## src/rtl/imem_arbiter_if.sv

```systemverilog
// Shared instruction-memory port bundle: fetch requester, loader/debug requester
// and the single-port memory, as seen by the arbiter (slave) and its environment (master).
interface imem_arbiter_if;
  logic        f_req;
  logic [31:0] f_addr;
  logic        flush;
  logic        f_gnt;
  logic        f_rvalid;
  logic [31:0] f_rdata;
  logic        stall_f;

  logic        l_req;
  logic        l_we;
  logic [31:0] l_addr;
  logic [31:0] l_wdata;
  logic        l_gnt;
  logic        l_rvalid;
  logic [31:0] l_rdata;

  logic        m_en;
  logic        m_we;
  logic [31:0] m_addr;
  logic [31:0] m_wdata;
  logic [31:0] m_rdata;

  modport slave (
    input  f_req, f_addr, flush, l_req, l_we, l_addr, l_wdata, m_rdata,
    output f_gnt, f_rvalid, f_rdata, stall_f, l_gnt, l_rvalid, l_rdata,
           m_en, m_we, m_addr, m_wdata
  );

  modport master (
    output f_req, f_addr, flush, l_req, l_we, l_addr, l_wdata, m_rdata,
    input  f_gnt, f_rvalid, f_rdata, stall_f, l_gnt, l_rvalid, l_rdata,
           m_en, m_we, m_addr, m_wdata
  );
endinterface

```

## src/rtl/imem_arbiter.sv

```systemverilog
// Single-port instruction memory sequencer: one access at a time, fixed read latency,
// loader-first priority with a fetch starvation cap, and flush-driven fetch response drop.
module imem_arbiter #(
  parameter int MEM_LAT    = 1,
  parameter int STARVE_MAX = 4
) (
  input  logic          clk,
  input  logic          rst,
  imem_arbiter_if.slave bus
);
  typedef enum logic {IDLE, BUSY} state_t;
  typedef enum logic {OWN_F, OWN_L} owner_t;

  typedef struct packed {
    logic        en;
    logic        we;
    logic [31:0] addr;
    logic [31:0] wdata;
  } mem_req_t;

  localparam logic [2:0] LAT_INIT   = 3'(MEM_LAT - 1);
  localparam logic [3:0] STARVE_CAP = 4'(STARVE_MAX);

  state_t     state;
  owner_t     owner;
  logic [2:0] lat_cnt;
  logic       drop;
  logic [3:0] starve_cnt;

  logic     arb_slot, resp, l_win, f_win, f_resp, f_pend, f_rv, l_rv;
  mem_req_t issue;

  // Every output is qualified by rst so the port goes quiet the instant reset asserts,
  // not at the next edge.
  always_comb begin
    arb_slot = rst & ((state == IDLE) | ((state == BUSY) & (lat_cnt == 3'd0)));
    resp     = rst & (state == BUSY) & (lat_cnt == 3'd0);
    l_win    = arb_slot & bus.l_req & ~(bus.f_req & (starve_cnt == STARVE_CAP));
    f_win    = arb_slot & bus.f_req & ~l_win;
    f_resp   = resp & (owner == OWN_F);
    f_pend   = (state == BUSY) & (owner == OWN_F) & (lat_cnt != 3'd0);
    f_rv     = f_resp & ~drop & ~bus.flush;
    l_rv     = resp & (owner == OWN_L);

    issue       = '0;
    issue.en    = l_win | f_win;
    issue.we    = l_win & bus.l_we;
    issue.addr  = l_win ? bus.l_addr : (f_win ? bus.f_addr : 32'd0);
    issue.wdata = l_win ? bus.l_wdata : 32'd0;
  end

  assign bus.m_en     = issue.en;
  assign bus.m_we     = issue.we;
  assign bus.m_addr   = issue.addr;
  assign bus.m_wdata  = issue.wdata;
  assign bus.f_gnt    = f_win;
  assign bus.l_gnt    = l_win;
  assign bus.f_rvalid = f_rv;
  assign bus.l_rvalid = l_rv;
  assign bus.f_rdata  = f_rv ? bus.m_rdata : 32'd0;
  assign bus.l_rdata  = l_rv ? bus.m_rdata : 32'd0;
  assign bus.stall_f  = rst & bus.f_req & ~f_rv;

  always_ff @(posedge clk or negedge rst) begin
    if (!rst) begin
      state      <= IDLE;
      owner      <= OWN_F;
      lat_cnt    <= 3'd0;
      drop       <= 1'b0;
      starve_cnt <= 4'd0;
    end else begin
      // Writes retire in their grant cycle; only reads occupy the latency window.
      if (issue.en && !issue.we) begin
        state   <= BUSY;
        lat_cnt <= LAT_INIT;
        owner   <= f_win ? OWN_F : OWN_L;
      end else if (state == BUSY) begin
        if (lat_cnt == 3'd0) state <= IDLE;
        else                 lat_cnt <= lat_cnt - 3'd1;
      end

      // A fetch issued alongside a flush is on the wrong path, so it is dropped too.
      if (bus.flush && (f_win || f_pend)) drop <= 1'b1;
      else if (f_resp)                    drop <= 1'b0;

      if (!bus.f_req || f_win)                   starve_cnt <= 4'd0;
      else if (l_win && starve_cnt != STARVE_CAP) starve_cnt <= starve_cnt + 4'd1;
    end
  end

  a_one_grant: assert property (@(posedge clk) disable iff (!rst) !(f_win && l_win));

endmodule

```

## src/flat_wrapper.sv

```systemverilog
// flat-port wrapper written by rule: the top's interface ports become plain ports
module imem_arbiter_flat 
#(
  parameter int MEM_LAT    = 1,
  parameter int STARVE_MAX = 4
)
  (clk, rst, bus_f_req, bus_f_addr, bus_flush, bus_l_req, bus_l_we, bus_l_addr, bus_l_wdata, bus_m_rdata, bus_f_gnt, bus_f_rvalid, bus_f_rdata, bus_stall_f, bus_l_gnt, bus_l_rvalid, bus_l_rdata, bus_m_en, bus_m_we, bus_m_addr, bus_m_wdata);
  imem_arbiter_if bus_i ();
  input  logic clk;
  input  logic rst;
  input wire logic [$bits(bus_i.f_req)-1:0] bus_f_req;
  input wire logic [$bits(bus_i.f_addr)-1:0] bus_f_addr;
  input wire logic [$bits(bus_i.flush)-1:0] bus_flush;
  input wire logic [$bits(bus_i.l_req)-1:0] bus_l_req;
  input wire logic [$bits(bus_i.l_we)-1:0] bus_l_we;
  input wire logic [$bits(bus_i.l_addr)-1:0] bus_l_addr;
  input wire logic [$bits(bus_i.l_wdata)-1:0] bus_l_wdata;
  input wire logic [$bits(bus_i.m_rdata)-1:0] bus_m_rdata;
  output wire logic [$bits(bus_i.f_gnt)-1:0] bus_f_gnt;
  output wire logic [$bits(bus_i.f_rvalid)-1:0] bus_f_rvalid;
  output wire logic [$bits(bus_i.f_rdata)-1:0] bus_f_rdata;
  output wire logic [$bits(bus_i.stall_f)-1:0] bus_stall_f;
  output wire logic [$bits(bus_i.l_gnt)-1:0] bus_l_gnt;
  output wire logic [$bits(bus_i.l_rvalid)-1:0] bus_l_rvalid;
  output wire logic [$bits(bus_i.l_rdata)-1:0] bus_l_rdata;
  output wire logic [$bits(bus_i.m_en)-1:0] bus_m_en;
  output wire logic [$bits(bus_i.m_we)-1:0] bus_m_we;
  output wire logic [$bits(bus_i.m_addr)-1:0] bus_m_addr;
  output wire logic [$bits(bus_i.m_wdata)-1:0] bus_m_wdata;
  assign bus_i.f_req = bus_f_req;
  assign bus_i.f_addr = bus_f_addr;
  assign bus_i.flush = bus_flush;
  assign bus_i.l_req = bus_l_req;
  assign bus_i.l_we = bus_l_we;
  assign bus_i.l_addr = bus_l_addr;
  assign bus_i.l_wdata = bus_l_wdata;
  assign bus_i.m_rdata = bus_m_rdata;
  assign bus_f_gnt = bus_i.f_gnt;
  assign bus_f_rvalid = bus_i.f_rvalid;
  assign bus_f_rdata = bus_i.f_rdata;
  assign bus_stall_f = bus_i.stall_f;
  assign bus_l_gnt = bus_i.l_gnt;
  assign bus_l_rvalid = bus_i.l_rvalid;
  assign bus_l_rdata = bus_i.l_rdata;
  assign bus_m_en = bus_i.m_en;
  assign bus_m_we = bus_i.m_we;
  assign bus_m_addr = bus_i.m_addr;
  assign bus_m_wdata = bus_i.m_wdata;
  imem_arbiter #(.MEM_LAT(MEM_LAT), .STARVE_MAX(STARVE_MAX)) u_core (.clk(clk), .rst(rst), .bus(bus_i));
endmodule
```

## config.mk

```make
export PLATFORM = sky130hd
export DESIGN_NAME = imem_arbiter_flat
export DESIGN_NICKNAME = d
export VERILOG_FILES = /design/src/rtl/imem_arbiter_if.sv /design/src/rtl/imem_arbiter.sv /design/src/flat_wrapper.sv
export SDC_FILE = /design/constraint.sdc
export NUM_CORES = 1
export LEC_CHECK = 0
export CORE_AREA = 4 4 103 105
export DETAILED_ROUTE_END_ITERATION = 6
export DIE_AREA = 0 0 107 109
export PLACE_DENSITY = 0.67
export SYNTH_ARGS = -nofsm -noshare
export SYNTH_HDL_FRONTEND = slang
export SYNTH_SLANG_ARGS = --single-unit
```

## constraint.sdc

```tcl
create_clock -name clk -period 2.8 [get_ports clk]
set_input_delay 0.42 -clock clk [delete_from_list [all_inputs] [get_ports clk]]
set_output_delay 0.42 -clock clk [all_outputs]
set_load 0.01 [all_outputs]
```

==> results_dict.tcl, run 1 <==
set metrics [dict create \
    synth_top_area_cell "and2_1" \
    antenna_found_initial 0 \
    async_flop_share_pct 100 \
    synth_fp_nets 421 \
    p_leak_nw 2.28 \
    vdd_drop_max_mv 0.163 \
    synth_edf_count 0 \
    synth_warnings 0 \
    finalClockSkew_ns 0.00205 \
    netlist_instances 283 \
    final_area_um2 4740 \
    rows 36 \
    netSwitchingFraction_pct 31.5 \
    cts_tree "yes" \
    vias_per_cell 4.28 \
    drive_above_1_share_pct 10.8 \
    first_iter_violations 98 \
    required_ns 2.38 \
    routed_wl_um 10700 \
    drt_pass1_iterations 4 \
    dp_hpwl_um 8720 \
    core-area_um2 9640 \
    seq_area_frac_synth_pct 14.0 \
    finalNetCount 696 \
    synth_top_area_share_pct 33.9 \
    grt_pass1_wl_um 15600 \
    rsz0062_at_grt "true" \
    period_share_pct 96.5 \
    place.gp.congestion 0.879 \
    syn2layout_area_growth_pct 164 \
    status "finished, final reports clean" \
    synth_flop_cell "dfrtp_1" \
    num_antenna_cells 0 \
    start_kind "register" \
    period_needed_ns 2.70 \
    power.total_uw 874 \
    clkTransAtPathRegs_ns 0.05 \
    ant_nets 0 \
    power_frac_seq_pct 18.7 \
    tightest_slew_ns 0.406 \
    maxSlewHeadroom_pct 72.9 \
    finalSetupViolCount 0 \
    syn_area_per_cell_um2 6.33 \
    grt_pass1_vias 3007 \
    fmax_mhz 370 \
    postLayoutCoreUtil_pct 49.2 \
    fp.dieW_um 107 \
    synthDistinctLibCells 29 \
    root_buffer "clkbuf_8" \
    synth_area_leaders "and2_1 (34%), nand2_1 (15%), dfrtp_1 (14%)" \
    ios 269 \
    hold_viol 0 \
    clockBufferDepth 2 \
    port_buffers 268 \
    p_comb_share_pct 60.0 \
    dieHeight_um 109 \
    setup_tns_ns 0 \
    drc_errors 0 \
    initial_core_util_pct 18.6 \
    yosysMostFrequentCell "and2_1" \
    h-tree-depth 1 \
    gr-total-overflow 0 \
    worstPathArrival_ns 2.28 \
    cp_max_fo 15 \
    p_int_uw 599 \
    cts_buffers 3 \
    power.density_nw_per_um2 185 \
    min_path_type "reg2reg" \
    design.die.area_um2 11700 \
    grt_usage_pct 16.8 \
    ys_ff_latch 10 \
    vias 2955 \
    ctsHoldBuffers 0 \
    whs_ns 0.562 \
    grt_max_degree 37 \
    clkPwrFrac_pct 21.3 \
    wl_per_cell_um 15.5 \
    end_kind "output port" \
    clk_latency_ns 0.24 \
    synth_area_um2 1790 \
    power.switching_uw 275 \
    slew_violations 0 \
    worstSetupPathType "reg2out" \
    dpl_cell_area_um2 4690 \
    cts_sinks 10 \
    drv_cap 0 \
    synth_commonest_cells "and2_1 (97), nand2_1 (70), o211ai_1 (33)" \
]
-- flip-flops by register name (all words and copies together) (netlist names) --
name / count
u_core.drop: 1
u_core.lat_cnt: 3
u_core.owner: 1
u_core.starve_cnt: 4
u_core.state: 1
-- worst max-delay path, stage by stage, from the launching register on --
cell	delay, ns
dfrtp_1	0.39
inv_1	0.07
ha_2	0.19
ha_4	0.17
nor2b_4	0.04
buf_4	0.17
a211oi_4	0.19
buf_6	0.16
buf_4	0.11
clkbuf_16	0.16
and2_1	0.12
dlygate4sd2_1	0.26
-- cell families (layout without fill, tap and decap cells) --
logic type      Yosys count  count (layout)  synth area share, %
flops                    10              10                 14.0
buf+inv                  29             303                 7.19
xor+xnor                  1               1                0.489
simple gates            191             191                 56.4
compound gates           48              48                 19.1
fa+ha+maj                 4               4                 2.79
-- area by class of cell --
cell class / instances / area (um^2)
Clock buffer: 4 / 55.1
Timing Repair Buffer: 292 / 2770
Multi-Input combinational cell: 244 / 1470
Sequential cell: 10 / 250
Tap cell: 133 / 166
Inverter: 7 / 26.3
Fill cell: 1002 / 4900
-- cells in the final DEF (no fill, tap or decap), types with 2 or more instances in the layout --
master and count:
nor3_1 2, dlymetal6s2s_1 3, ha_1 2, a211oi_1 2, a21oi_1 2, clkdlybuf4s15_1 22
clkbuf_8 4, nor2_1 7, and2_1 97, o211ai_1 33, dfrtp_1 10, nand2b_1 2
dlygate4sd2_1 50, nand2_1 70, buf_4 15, buf_12 2, buf_6 4, nand3_1 3
clkbuf_2 23, inv_1 7, o21ai_0 5, clkdlybuf4s50_1 170
-- through the flow --
stage / instances / setup WS (ns)
finish: 690 / 0.0980
global route: 690 / -0.0229
CTS: 686 / -0.150
detailed placement: 676 / -0.0787
global placement: 676 / -0.0147
floorplan: 283 / 0.469
-- power groups by stage --
stage / Combinational (mW) / Sequential, mW / Clock, mW
after floorplan: 0.157 / 0.160 / 0
after global placement: 0.538 / 0.162 / 0
after detailed placement: 0.545 / 0.163 / 0
after CTS: 0.519 / 0.163 / 0.189
after global routing: 0.566 / 0.164 / 0.196
final: 0.525 / 0.163 / 0.187
-- final timing paths --
kind / from / endpoint / slack (ns) / depth (start not counted)
worst max-delay path: u_core.lat_cnt[0] / bus_m_wdata[6] / 0.1 / 11
worst min-delay path: u_core.lat_cnt[0] / u_core.lat_cnt[0] / 0.56 / 2
worst max register to register: u_core.lat_cnt[0] / u_core.starve_cnt[3] / 0.68 / 7
worst min register to register: u_core.lat_cnt[0] / u_core.lat_cnt[0] / 0.56 / 2
max in group asynchronous: rst / u_core.lat_cnt[0] / 1.99 / 3
min in group asynchronous: rst / u_core.state / 0.65 / 3
-- timing repair --
action | in CTS | in global routing
buffers inserted | 4 | 2
resized for setup | 105 | 75
gates cloned | 2 | 2
setup endpoints to repair | 104 | 64
pin swaps | 2 | 2
-- per-layer routing --
metal | global-route usage (%) | share of wire, % | up-vias
met5 | 0 | 0 | -
met4 | 2.83 | 1.0 | 0
met3 | 4.80 | 8.0 | 8
met2 | 32.2 | 53 | 142
met1 | 18.5 | 38 | 1319
li1 | - | - | 1486
Power figures use the tool's default switching activity.
==> inputs of run 2 (changes only) <==
- clock period: 2.8 -> 2.96 ns (I/O delays scaled with it)
==> results_dict.tcl, run 2 (synthesis results as in run 1) <==
set metrics [dict create \
    vias 2962 \
    largest_reg_flops 4 \
    antenna_found_initial 0 \
    power.density_nw_per_um2 170 \
    root_buffer "clkbuf_8" \
    design.die.area_um2 11700 \
    cts_tree "yes" \
    grt_max_degree 37 \
    slew_violations 0 \
    clk_latency_ns 0.24 \
    drt_pass1_iterations 4 \
    initial_core_util_pct 18.6 \
    period_share_pct 98.8 \
    clkTransAtPathRegs_ns 0.05 \
    dp_hpwl_um 8550 \
    start_kind "register" \
    cts_sinks 10 \
    ctsHoldBuffers 0 \
    ant_nets 0 \
    grt_pass1_vias 3049 \
    min_path_type "reg2reg" \
    worstPathArrival_ns 2.48 \
    num_antenna_cells 0 \
    reg_top3 "u_core.starve_cnt (4), u_core.lat_cnt (3)" \
    fill_cells 953 \
    dieHeight_um 109 \
    port_buffers 268 \
    worstSetupPathType "reg2out" \
    drv_cap 0 \
    vias_per_cell 4.33 \
    final_common_cell "clkdlybuf4s50_1" \
    h-tree-depth 1 \
    final_area_um2 4960 \
    mostFrequentLayoutCells "clkdlybuf4s50_1 (204), and2_1 (97), nand2_1 (70)" \
    syn2layout_area_growth_pct 177 \
    multiInputGateArea_um2 1460 \
    fmax_mhz 342 \
    status "finished, final reports clean" \
    dpl_cell_area_um2 4670 \
    p_leak_nw 2.72 \
    required_ns 2.52 \
    fp.dieW_um 107 \
    place.gp.congestion 0.875 \
    hold_viol 0 \
    finalSetupViolCount 0 \
    finalNetCount 690 \
    end_kind "output port" \
    first_iter_violations 74 \
    dp_cells 674 \
    clockBufferDepth 2 \
    wl_per_cell_um 16.0 \
    gr-total-overflow 0 \
    core-area_um2 9640 \
    finalClockSkew_ns 0.00617 \
    rsz0062_at_grt "true" \
    drc_errors 0 \
    rows 36 \
    cp_max_fo 36 \
    final_cell_count_no_fill 684 \
    drive_above_1_share_pct 5.26 \
    regMostFlops "u_core.starve_cnt" \
    period_needed_ns 2.92 \
    vdd_drop_max_mv 0.113 \
    maxSlewHeadroom_pct 72.4 \
    regArea_um2 250 \
    tightest_slew_ns 0.414 \
    grt_pass1_wl_um 15700 \
    routed_wl_um 11000 \
    grt_usage_pct 16.8 \
    ios 269 \
    cts_buffers 3 \
]
run 2: layout make-up:
class / count / area share [%]
clock buffer: 4 / 1.11
sequential: 10 / 5.05
multi-input combinational: 244 / 29.4
timing repair buffer: 286 / 60.6
tap: 133 / 3.36
inverter: 7 / 0.530
run 2: critical path: stages (launching register included):
cell and delay, ns:
dfrtp_1 0.38, inv_1 0.07, ha_2 0.20, ha_4 0.16
nor2b_4 0.04, or3_4 0.56, o211ai_1 0.25, nand2_1 0.08
clkdlybuf4s50_1 0.48
run 2: final timing paths:
kind	slack (ns)	startpoint	end	depth (start not counted)
min in group asynchronous	0.66	rst	u_core.starve_cnt[1]	3
max reg2reg	0.84	u_core.lat_cnt[0]	u_core.starve_cnt[3]	7
max in group asynchronous	2.14	rst	u_core.lat_cnt[0]	3
min	0.56	u_core.lat_cnt[2]	u_core.lat_cnt[2]	2
min reg2reg	0.56	u_core.lat_cnt[2]	u_core.lat_cnt[2]	2
max	0.04	u_core.lat_cnt[0]	bus_m_addr[18]	8
run 2: timing repair:
action | 4_1_cts | 5_1_grt
gates cloned | 1 | 3
buffers inserted | 2 | 0
pin swaps | 2 | 1
resized for setup | 22 | 53
endpoints found under the setup margin | 66 | 74
run 2: routing by layer:
layer | vias up | GRT usage [%] | share of wire [%]
li1 | 1473 | - | -
met1 | 1318 | 18.2 | 37
met2 | 155 | 31.8 | 53
met3 | 16 | 5.27 | 8.7
met4 | 0 | 4.11 | 1.7
met5 | - | 0 | 0
run 2: per-stage QoR:
stage	hold slack, ns	TNS [ns]	utilization [%]	setup slack, ns	power, mW
floorplan	0.148	0	-	0.605	0.300
finish	0.564	0	51.4	0.0366	0.840
global route	0.595	-0.242	51.4	-0.0949	0.893
detailed placement	0.556	0	48.5	0.0504	0.665
CTS	0.563	-0.350	49.4	-0.0325	0.841
global placement	0.535	0	48.5	0.0760	0.659
run 2: power breakdown:
| part | switching, mW | internal (mW) |
|---|---|---|
| logic | 0.191 | 0.322 |
| clock network | 0.0569 | 0.117 |
| registers | 0.00926 | 0.144 |
